[config.mk]
export PLATFORM = sky130hd
export DESIGN_NAME = pulse_generator
export DESIGN_NICKNAME = d
export VERILOG_FILES = /design/src/rtl/pulse_generator.sv
export SDC_FILE = /design/constraint.sdc
export NUM_CORES = 1
export LEC_CHECK = 0
export ABC_CLOCK_PERIOD_IN_PS = 2500
export CORE_MARGIN = 3
export CORE_UTILIZATION = 49
export CTS_CLUSTER_SIZE = 10
export DETAILED_ROUTE_END_ITERATION = 12
export MAX_ROUTING_LAYER = met4
export PLACE_DENSITY = 0.73
export SLEW_MARGIN = 20
export SYNTH_ARGS = -nofsm -noshare
export SYNTH_HDL_FRONTEND = slang
export SYNTH_SLANG_ARGS = --single-unit
export TNS_END_PERCENT = 50
[constraint.sdc]
create_clock -name clk -period 2.5 [get_ports clk]
set_input_delay 0.5 -clock clk [delete_from_list [all_inputs] [get_ports clk]]
set_output_delay 0.5 -clock clk [all_outputs]
set_load 0.05 [all_outputs]
[src/rtl/pulse_generator.sv]
// Turns one-cycle request pulses into shaped output pulses of programmable high width and low gap.
// Requests that arrive during a pulse are queued in a saturating counter with a sticky overflow flag.
module pulse_generator #(
  parameter int CNT_W  = 8,
  parameter int PEND_W = 4
) (
  input  logic              clk,
  input  logic              rst,
  input  logic              trig,
  input  logic              clear,
  input  logic [CNT_W-1:0]  high_len,
  input  logic [CNT_W-1:0]  gap_len,
  output logic              out,
  output logic              busy,
  output logic              done,
  output logic [PEND_W-1:0] pending,
  output logic              overflow
);

  typedef enum logic [1:0] {
    IDLE = 2'd0,
    HIGH = 2'd1,
    GAP  = 2'd2
  } state_t;

  localparam logic [CNT_W-1:0]  CNT_ONE  = {{(CNT_W-1){1'b0}}, 1'b1};
  localparam logic [PEND_W-1:0] PEND_ONE = {{(PEND_W-1){1'b0}}, 1'b1};
  localparam logic [PEND_W-1:0] PEND_MAX = {PEND_W{1'b1}};

  state_t             state_r, state_s;
  logic [CNT_W-1:0]   cnt_r, cnt_s;
  logic [CNT_W-1:0]   hl_r, hl_s;
  logic [CNT_W-1:0]   gl_r, gl_s;
  logic [PEND_W-1:0]  pend_r, pend_s;
  logic               ovf_r, ovf_s;
  logic               out_r, out_s;
  logic               done_r, done_s;
  logic               busy_r, busy_s;
  logic               start_s;
  logic               consume_s;
  logic [CNT_W-1:0]   hl_eff_s;
  logic [CNT_W-1:0]   gl_eff_s;

  assign hl_eff_s = (high_len == {CNT_W{1'b0}}) ? CNT_ONE : high_len;
  assign gl_eff_s = (gap_len  == {CNT_W{1'b0}}) ? CNT_ONE : gap_len;

  // State, phase counter, latched lengths, queue and registered outputs
  always_ff @(posedge clk or posedge rst) begin
    if (rst) begin
      state_r <= IDLE;
      cnt_r   <= {CNT_W{1'b0}};
      hl_r    <= {CNT_W{1'b0}};
      gl_r    <= {CNT_W{1'b0}};
      pend_r  <= {PEND_W{1'b0}};
      ovf_r   <= 1'b0;
      out_r   <= 1'b0;
      done_r  <= 1'b0;
      busy_r  <= 1'b0;
    end else begin
      state_r <= state_s;
      cnt_r   <= cnt_s;
      hl_r    <= hl_s;
      gl_r    <= gl_s;
      pend_r  <= pend_s;
      ovf_r   <= ovf_s;
      out_r   <= out_s;
      done_r  <= done_s;
      busy_r  <= busy_s;
    end
  end

  // Next-state, phase counting and pending-queue accounting
  always_comb begin
    state_s   = state_r;
    cnt_s     = cnt_r;
    hl_s      = hl_r;
    gl_s      = gl_r;
    pend_s    = pend_r;
    ovf_s     = ovf_r;
    start_s   = 1'b0;
    consume_s = 1'b0;
    if (clear) begin
      state_s = IDLE;
      cnt_s   = {CNT_W{1'b0}};
      pend_s  = {PEND_W{1'b0}};
      ovf_s   = 1'b0;
    end else begin
      // cnt_r counts elapsed cycles of the current phase, starting at 1
      case (state_r)
        IDLE: begin
          if (trig) begin
            start_s = 1'b1;
          end else begin
            state_s = IDLE;
          end
        end
        HIGH: begin
          if (cnt_r == hl_r) begin
            state_s = GAP;
            cnt_s   = CNT_ONE;
          end else begin
            cnt_s = cnt_r + CNT_ONE;
          end
        end
        GAP: begin
          if (cnt_r == gl_r) begin
            if ((pend_r != {PEND_W{1'b0}}) || trig) begin
              start_s   = 1'b1;
              consume_s = 1'b1;
            end else begin
              state_s = IDLE;
              cnt_s   = {CNT_W{1'b0}};
            end
          end else begin
            cnt_s = cnt_r + CNT_ONE;
          end
        end
        default: begin
          state_s = IDLE;
          cnt_s   = {CNT_W{1'b0}};
        end
      endcase

      if (start_s) begin
        state_s = HIGH;
        cnt_s   = CNT_ONE;
        hl_s    = hl_eff_s;
        gl_s    = gl_eff_s;
      end else begin
        hl_s = hl_r;
      end

      // A trig from IDLE is consumed by the start itself, so only busy states queue
      if (state_r != IDLE) begin
        if (trig && !consume_s) begin
          if (pend_r == PEND_MAX) begin
            ovf_s = 1'b1;
          end else begin
            pend_s = pend_r + PEND_ONE;
          end
        end else if (consume_s && !trig) begin
          pend_s = pend_r - PEND_ONE;
        end else begin
          pend_s = pend_r;
        end
      end else begin
        pend_s = pend_r;
      end
    end
  end

  // Output values for the next cycle, decoded from the next state
  always_comb begin
    out_s  = (state_s == HIGH);
    done_s = (state_r == HIGH) && (state_s == GAP);
    busy_s = (state_s != IDLE);
  end

  assign out      = out_r;
  assign done     = done_r;
  assign busy     = busy_r;
  assign pending  = pend_r;
  assign overflow = ovf_r;

endmodule

==> results.json, run 1 <==
{
  "ys_seq_area_share_pct": 42.9,
  "fin_skew_ns": 0.00970,
  "grt_usage_pct": 18.0,
  "worst_setup_path_end_kind": "register",
  "crit_type": "reg -> reg",
  "outcome": "complete, no violations",
  "worstPathRequired_ns": 2.72,
  "p_sw_mw": 0.430,
  "fin_area_um2": 2470,
  "synth_edf_count": 0,
  "relSlewSlack_pct": 64.6,
  "rsz0062_at_grt": "no",
  "drc": 0,
  "wl_per_cell_um": 14.9,
  "syn-cell-area_um2": 1980,
  "avgSynthCellArea_um2": 11.3,
  "maxCapViolations": 0,
  "clk_pin_slew_ns": 0.07,
  "viasPerCell": 5.56,
  "timing_hold_violations_final": 0,
  "n_antenna_cell": 0,
  "finalSetupViolCount": 0,
  "start_kind": "register",
  "cts_buffer_depth": 2,
  "wl_um": 3930,
  "ys_warn_count": 0,
  "synthArstFlopShare_pct": 100,
  "p_comb_share_pct": 23.3,
  "switching_share_pct": 28.7,
  "p_seq_share_pct": 44.8,
  "die_w_um": 69.6,
  "worstSkewPairLatency_ns": 0.29,
  "synth_cells": 175,
  "grt_pass1_vias": 1545,
  "io_pins": 28,
  "syn-num-nets": 202,
  "die_height_um": 69.6,
  "start_util_pct": 52.6,
  "critPathArrivalTime_ns": 2.57,
  "numCtsBuffers": 5,
  "place_congestion": 0.870,
  "slew_viol_final": 0,
  "final_common_cell": "dfrtp_1",
  "areaGrowthSynthToFinish_pct": 24.5,
  "fin_nets": 241,
  "cts.sinks": 34,
  "antenna_found_initial": 0,
  "hold_buffers": 0,
  "drt_iter0_markers": 99,
  "drive_gt1_share_pct": 18.6,
  "dr.pass1.iters": 4,
  "fin_crit_ns": 2.35,
  "post_dp_cell_area_um2": 2350,
  "clock_tree.root_cell": "clkbuf_8",
  "finalCritPeriodShare_pct": 94.2,
  "fmax_mhz": 425,
  "internal_power_mw": 1.07,
  "synth_ff_type": "dfrtp_1",
  "p_per_area_nw_per_um2": 607,
  "grt_max_degree": 35,
  "ir_drop_mv": 0.348,
  "rows": 22,
  "tns_ns": 0,
  "grt_first_pass_wirelength_um": 6830,
  "hp-class": "reg -> reg",
  "ant_nets": 0,
  "most-common-layout-cells": "dfrtp_1 (34), clkdlybuf4s50_1 (27), nor2_1 (21)",
  "core_area_um2": 3770,
  "vias": 1461,
  "hpwl_um": 2950,
  "clockPowerShare_pct": 31.9,
  "tightestPinTransition_ns": 0.527,
  "ys_ff_latch": 34,
  "cts_htree_levels": 2,
  "ys_types": 48,
  "overflow": 0,
  "cts_tree": "yes",
  "path_max_fanout": 7,
  "p_leak_nw": 1.10,
  "die_area_um2": 4850,
  "portBuffers": 27
}
-- worst max-delay path: stages, from the launching register on --
cell and delay (ns):
dfrtp_1 0.43, xnor2_1 0.31, nand4_4 0.21, o31ai_4 0.36, ha_1 0.33, a31oi_1 0.21, mux2i_1 0.12, a21bo_1 0.20
a21oi_1 0.12
-- logic make-up (layout without fill, tap and decap cells) --
logic type | Yosys count | after routing | share of synthesized area [%]
AND/OR/NAND/NOR | 53 | 53 | 14.9
flip-flops | 34 | 34 | 42.9
AO/OA/AOI/OAI | 26 | 26 | 11.2
XOR/XNOR | 25 | 25 | 12.2
multiplexers | 18 | 18 | 11.1
buffers and inverters | 12 | 52 | 3.28
adder cells (fa/ha/maj) | 7 | 7 | 4.41
-- timing repair --
item	4_1_cts	5_1_grt
buffers inserted	0	0
gates resized for setup	0	1
setup endpoints to repair	0	2
-- layer usage --
metal	vias up	part of all wire, %	GRT usage, %
met5	-	0	-
met2	32	50	30.1
met1	724	44	20.4
li1	696	-	-
met3	9	3.8	4.78
met4	0	2.0	7.45
-- metrics by stage --
stage	worst slack [ns]	total power [mW]	util, %	hold WS [ns]	instances
after floorplan	0.258	0.922	-	0.478	175
after global placement	0.152	1.01	62.3	0.483	255
after detailed placement	0.0576	1.03	62.3	0.499	255
after CTS	0.0630	1.51	65.3	0.516	263
after global routing	0.0298	1.57	65.5	0.541	263
final	0.145	1.50	65.5	0.507	263
-- synth_stat cells (4+ instances only) --
master / count / area, um2
mux2i_1: 4 / 40.0
nand4_1: 5 / 31.3
mux2_2: 4 / 45.0
mux2_4: 6 / 90.1
dfrtp_1: 34 / 851
nor2_1: 21 / 78.8
mux2_1: 4 / 45.0
a21oi_1: 9 / 45.0
xnor2_1: 6 / 52.6
inv_1: 7 / 26.3
ha_1: 7 / 87.6
nand2_1: 4 / 15.0
xor2_1: 16 / 140
-- power by group through the flow --
stage	logic, mW	registers, mW	clock network, mW
2_1_floorplan	0.229	0.694	0
3_3_place_gp	0.336	0.679	0
3_5_place_dp	0.348	0.681	0
4_1_cts	0.350	0.672	0.485
5_1_grt	0.382	0.681	0.510
6_report	0.350	0.672	0.478
-- final timing paths --
check | start | to | slack (ns) | cells after the start
setup / recovery | cnt_r[7]$_DFFE_PP0P_ | pending[3]$_DFFE_PP0P_ | 0.15 | 8
hold / removal | overflow$_DFFE_PP0P_ | overflow$_DFFE_PP0P_ | 0.51 | 2
setup reg to reg | cnt_r[7]$_DFFE_PP0P_ | pending[3]$_DFFE_PP0P_ | 0.15 | 8
hold reg to reg | overflow$_DFFE_PP0P_ | overflow$_DFFE_PP0P_ | 0.51 | 2
max in group asynchronous | rst | hl_r[0]$_DFFE_PP0P_ | 1.59 | 3
min in group asynchronous | rst | pending[3]$_DFFE_PP0P_ | 0.59 | 3
-- layout make-up --
| class | instances | area, um2 |
|---|---|---|
| repair buffers | 37 | 345 |
| clock buffers | 8 | 110 |
| multi-input cells | 129 | 1080 |
| inverters | 7 | 26.3 |
| well taps | 48 | 60.1 |
| flip-flops and latches | 34 | 851 |
| fillers | 278 | 1300 |
-- registers in the layout, indices dropped and copies added, names as in the netlist --
register / flops
busy: 1
cnt_r: 8
done: 1
gl_r: 8
hl_r: 8
out: 1
overflow: 1
pending: 4
state_r: 2
Power figures use the tool's default switching activity.
==> run 2, diff against run 1 <==
--- a/config.mk
+++ b/config.mk
@@ -6,7 +6,6 @@
 export NUM_CORES = 1
 export LEC_CHECK = 0
 export ABC_CLOCK_PERIOD_IN_PS = 2500
-export CORE_MARGIN = 3
 export CORE_UTILIZATION = 49
 export CTS_CLUSTER_SIZE = 10
 export DETAILED_ROUTE_END_ITERATION = 12
==> run 2 against run 1 <==
  * First-iteration DRC count is 41% lower
  * Sequential power hardly changed
  * Utilization is 0.20 points higher
  * Non-clock buffer count stayed put
  * Clock power is 0.8% lower
  * Critical path type unchanged
  * Critical endpoint unchanged
  * Highest routed layer unchanged
==> results.json, run 2 (synthesis results as in run 1) <==
{
  "worstSkewPairLatency_ns": 0.29,
  "rsz0062_at_grt": "no",
  "final_util_pct": 65.7,
  "ir_drop_mv": 0.352,
  "most-common-layout-cells": "dfrtp_1 (34), clkdlybuf4s50_1 (27), nor2_1 (21)",
  "fin_area_um2": 2480,
  "start_util_pct": 52.6,
  "fmax_mhz": 428,
  "overflow": 0,
  "timing_hold_violations_final": 0,
  "final_common_cell": "dfrtp_1",
  "vias": 1424,
  "switching_share_pct": 28.6,
  "grt_first_pass_wirelength_um": 6620,
  "hpwl_um": 2900,
  "top_regs": "cnt_r: 8 flops, gl_r: 8 flops, hl_r: 8 flops",
  "die_w_um": 65.6,
  "num-fill-cells": 277,
  "cts_buffer_depth": 2,
  "cts.sinks": 34,
  "dr.pass1.iters": 5,
  "cp_slowest_cell": "dfrtp_1",
  "internal_power_mw": 1.07,
  "numCtsBuffers": 5,
  "crit_family": "compound AO/OA/AOI/OAI gates",
  "p_sw_mw": 0.429,
  "p_seq_share_pct": 44.8,
  "cts_htree_levels": 2,
  "maxCapViolations": 0,
  "areaGrowthSynthToFinish_pct": 24.8,
  "start_kind": "register",
  "p_leak_nw": 1.11,
  "wl_um": 3980,
  "critical_path.cell_chain": "xnor2_1 -> nand4_4 -> o31ai_4 -> ha_1 -> a21o_1 -> mux2i_1 -> nand3b_1 -> a21oi_1",
  "multiInputGateArea_um2": 1080,
  "slew_viol_final": 0,
  "instances_no_fill": 263,
  "drive_gt1_share_pct": 19.1,
  "cts_tree": "yes",
  "clockPowerShare_pct": 31.6,
  "critPathBufInv": 0,
  "fin_skew_ns": 0.00803,
  "seq_area_um2": 851,
  "hold_buffers": 0,
  "grt_usage_pct": 21.3,
  "grt_max_degree": 35,
  "post_dp_cell_area_um2": 2350,
  "crit_type": "reg -> reg",
  "critPathArrivalTime_ns": 2.56,
  "worstPathRequired_ns": 2.72,
  "core_area_um2": 3770,
  "die_area_um2": 4310,
  "p_per_area_nw_per_um2": 606,
  "rows": 22,
  "viasPerCell": 5.41,
  "outcome": "complete, no violations",
  "place_inst": 255,
  "wl_per_cell_um": 15.1,
  "place_congestion": 0.890,
  "ant_nets": 0,
  "drc": 0,
  "slowest_delay_ns": 0.44,
  "clock_tree.root_cell": "clkbuf_8",
  "io_pins": 28,
  "fin_nets": 241,
  "hp-class": "reg -> reg",
  "finalCritPeriodShare_pct": 93.6,
  "tightestPinTransition_ns": 0.542,
  "path_max_fanout": 7,
  "die_height_um": 65.6,
  "p_comb_share_pct": 23.6,
  "grt_pass1_vias": 1484,
  "worst_setup_path_end_kind": "register",
  "n_antenna_cell": 0,
  "tns_ns": 0,
  "clk_pin_slew_ns": 0.07,
  "fin_crit_ns": 2.34,
  "dp_slack_ns": 0.105,
  "relSlewSlack_pct": 63.7,
  "drt_iter0_markers": 58,
  "antenna_found_initial": 0,
  "portBuffers": 27,
  "finalSetupViolCount": 0,
  "fin_ws_ns": 0.161
}
[run 2: cell count changes in the layout (fill, tap and decap cells not counted)]
cell,previous run,this run
xnor2_1,6,5
xnor2_2,3,4
[run 2: cell type report]
type,count,share of cell area (%)
inverter,7,1.06
timing repair buffer,37,13.9
multi-input combinational,129,43.8
clock buffer,8,4.44
tap,48,2.42
sequential,34,34.3
[run 2: per-stage QoR]
stage,total power [mW],hold WS [ns]
floorplan,0.922,0.478
global route,1.58,0.544
CTS,1.51,0.513
detailed placement,1.03,0.508
finish,1.50,0.510
global placement,1.01,0.482
[run 2: worst reg2reg max path, delay by kind of cell, from the launching register on]
kind            cells  cell delay [ns]
compound gates      3             0.70
flops               1             0.44
fa+ha+maj           1             0.33
simple gates        2             0.31
xor+xnor            1             0.28
mux                 1             0.20
[run 2: path summary, 6_finish.rpt]
kind	startpoint	depth (start not counted)	endpoint	slack [ns]
worst max-delay path	cnt_r[4]$_DFFE_PP0P_	8	pending[3]$_DFFE_PP0P_	0.16
worst min-delay path	hl_r[3]$_DFFE_PP0P_	1	hl_r[3]$_DFFE_PP0P_	0.51
worst max register to register	cnt_r[4]$_DFFE_PP0P_	8	pending[3]$_DFFE_PP0P_	0.16
worst min register to register	hl_r[3]$_DFFE_PP0P_	1	hl_r[3]$_DFFE_PP0P_	0.51
max in group asynchronous	rst	3	hl_r[4]$_DFFE_PP0P_	1.58
min in group asynchronous	rst	3	pending[3]$_DFFE_PP0P_	0.60
[run 2: power groups by stage]
| stage | registers [mW] | clock network (mW) | logic [mW] |
|---|---|---|---|
| final | 0.673 | 0.474 | 0.353 |
| after global routing | 0.681 | 0.510 | 0.387 |
| after CTS | 0.672 | 0.483 | 0.350 |
| after detailed placement | 0.682 | 0 | 0.347 |
| after global placement | 0.679 | 0 | 0.335 |
| after floorplan | 0.694 | 0 | 0.229 |
[run 2: repair_timing]
item | in CTS | in global routing
gates resized for setup | 0 | 2
buffers inserted | 0 | 0
setup endpoints to repair | 0 | 2
[run 2: routing by layer]
layer / track usage [%] / routed length, um / vias up
met4: 9.24 / 72 / 0
met1: 24.5 / 1720 / 689
met2: 34.8 / 2060 / 34
met3: 5.38 / 130 / 7
li1: - / - / 694
met5: - / 0 / -
==> run 3, diff against run 2 <==
--- a/config.mk
+++ b/config.mk
@@ -6,6 +6,7 @@
 export NUM_CORES = 1
 export LEC_CHECK = 0
 export ABC_CLOCK_PERIOD_IN_PS = 2500
+export CORE_MARGIN = 1
 export CORE_UTILIZATION = 49
 export CTS_CLUSTER_SIZE = 10
 export DETAILED_ROUTE_END_ITERATION = 12
==> results of run 3 <==
Same layout as run 2: the final DEF is identical, and so are final timing and power.
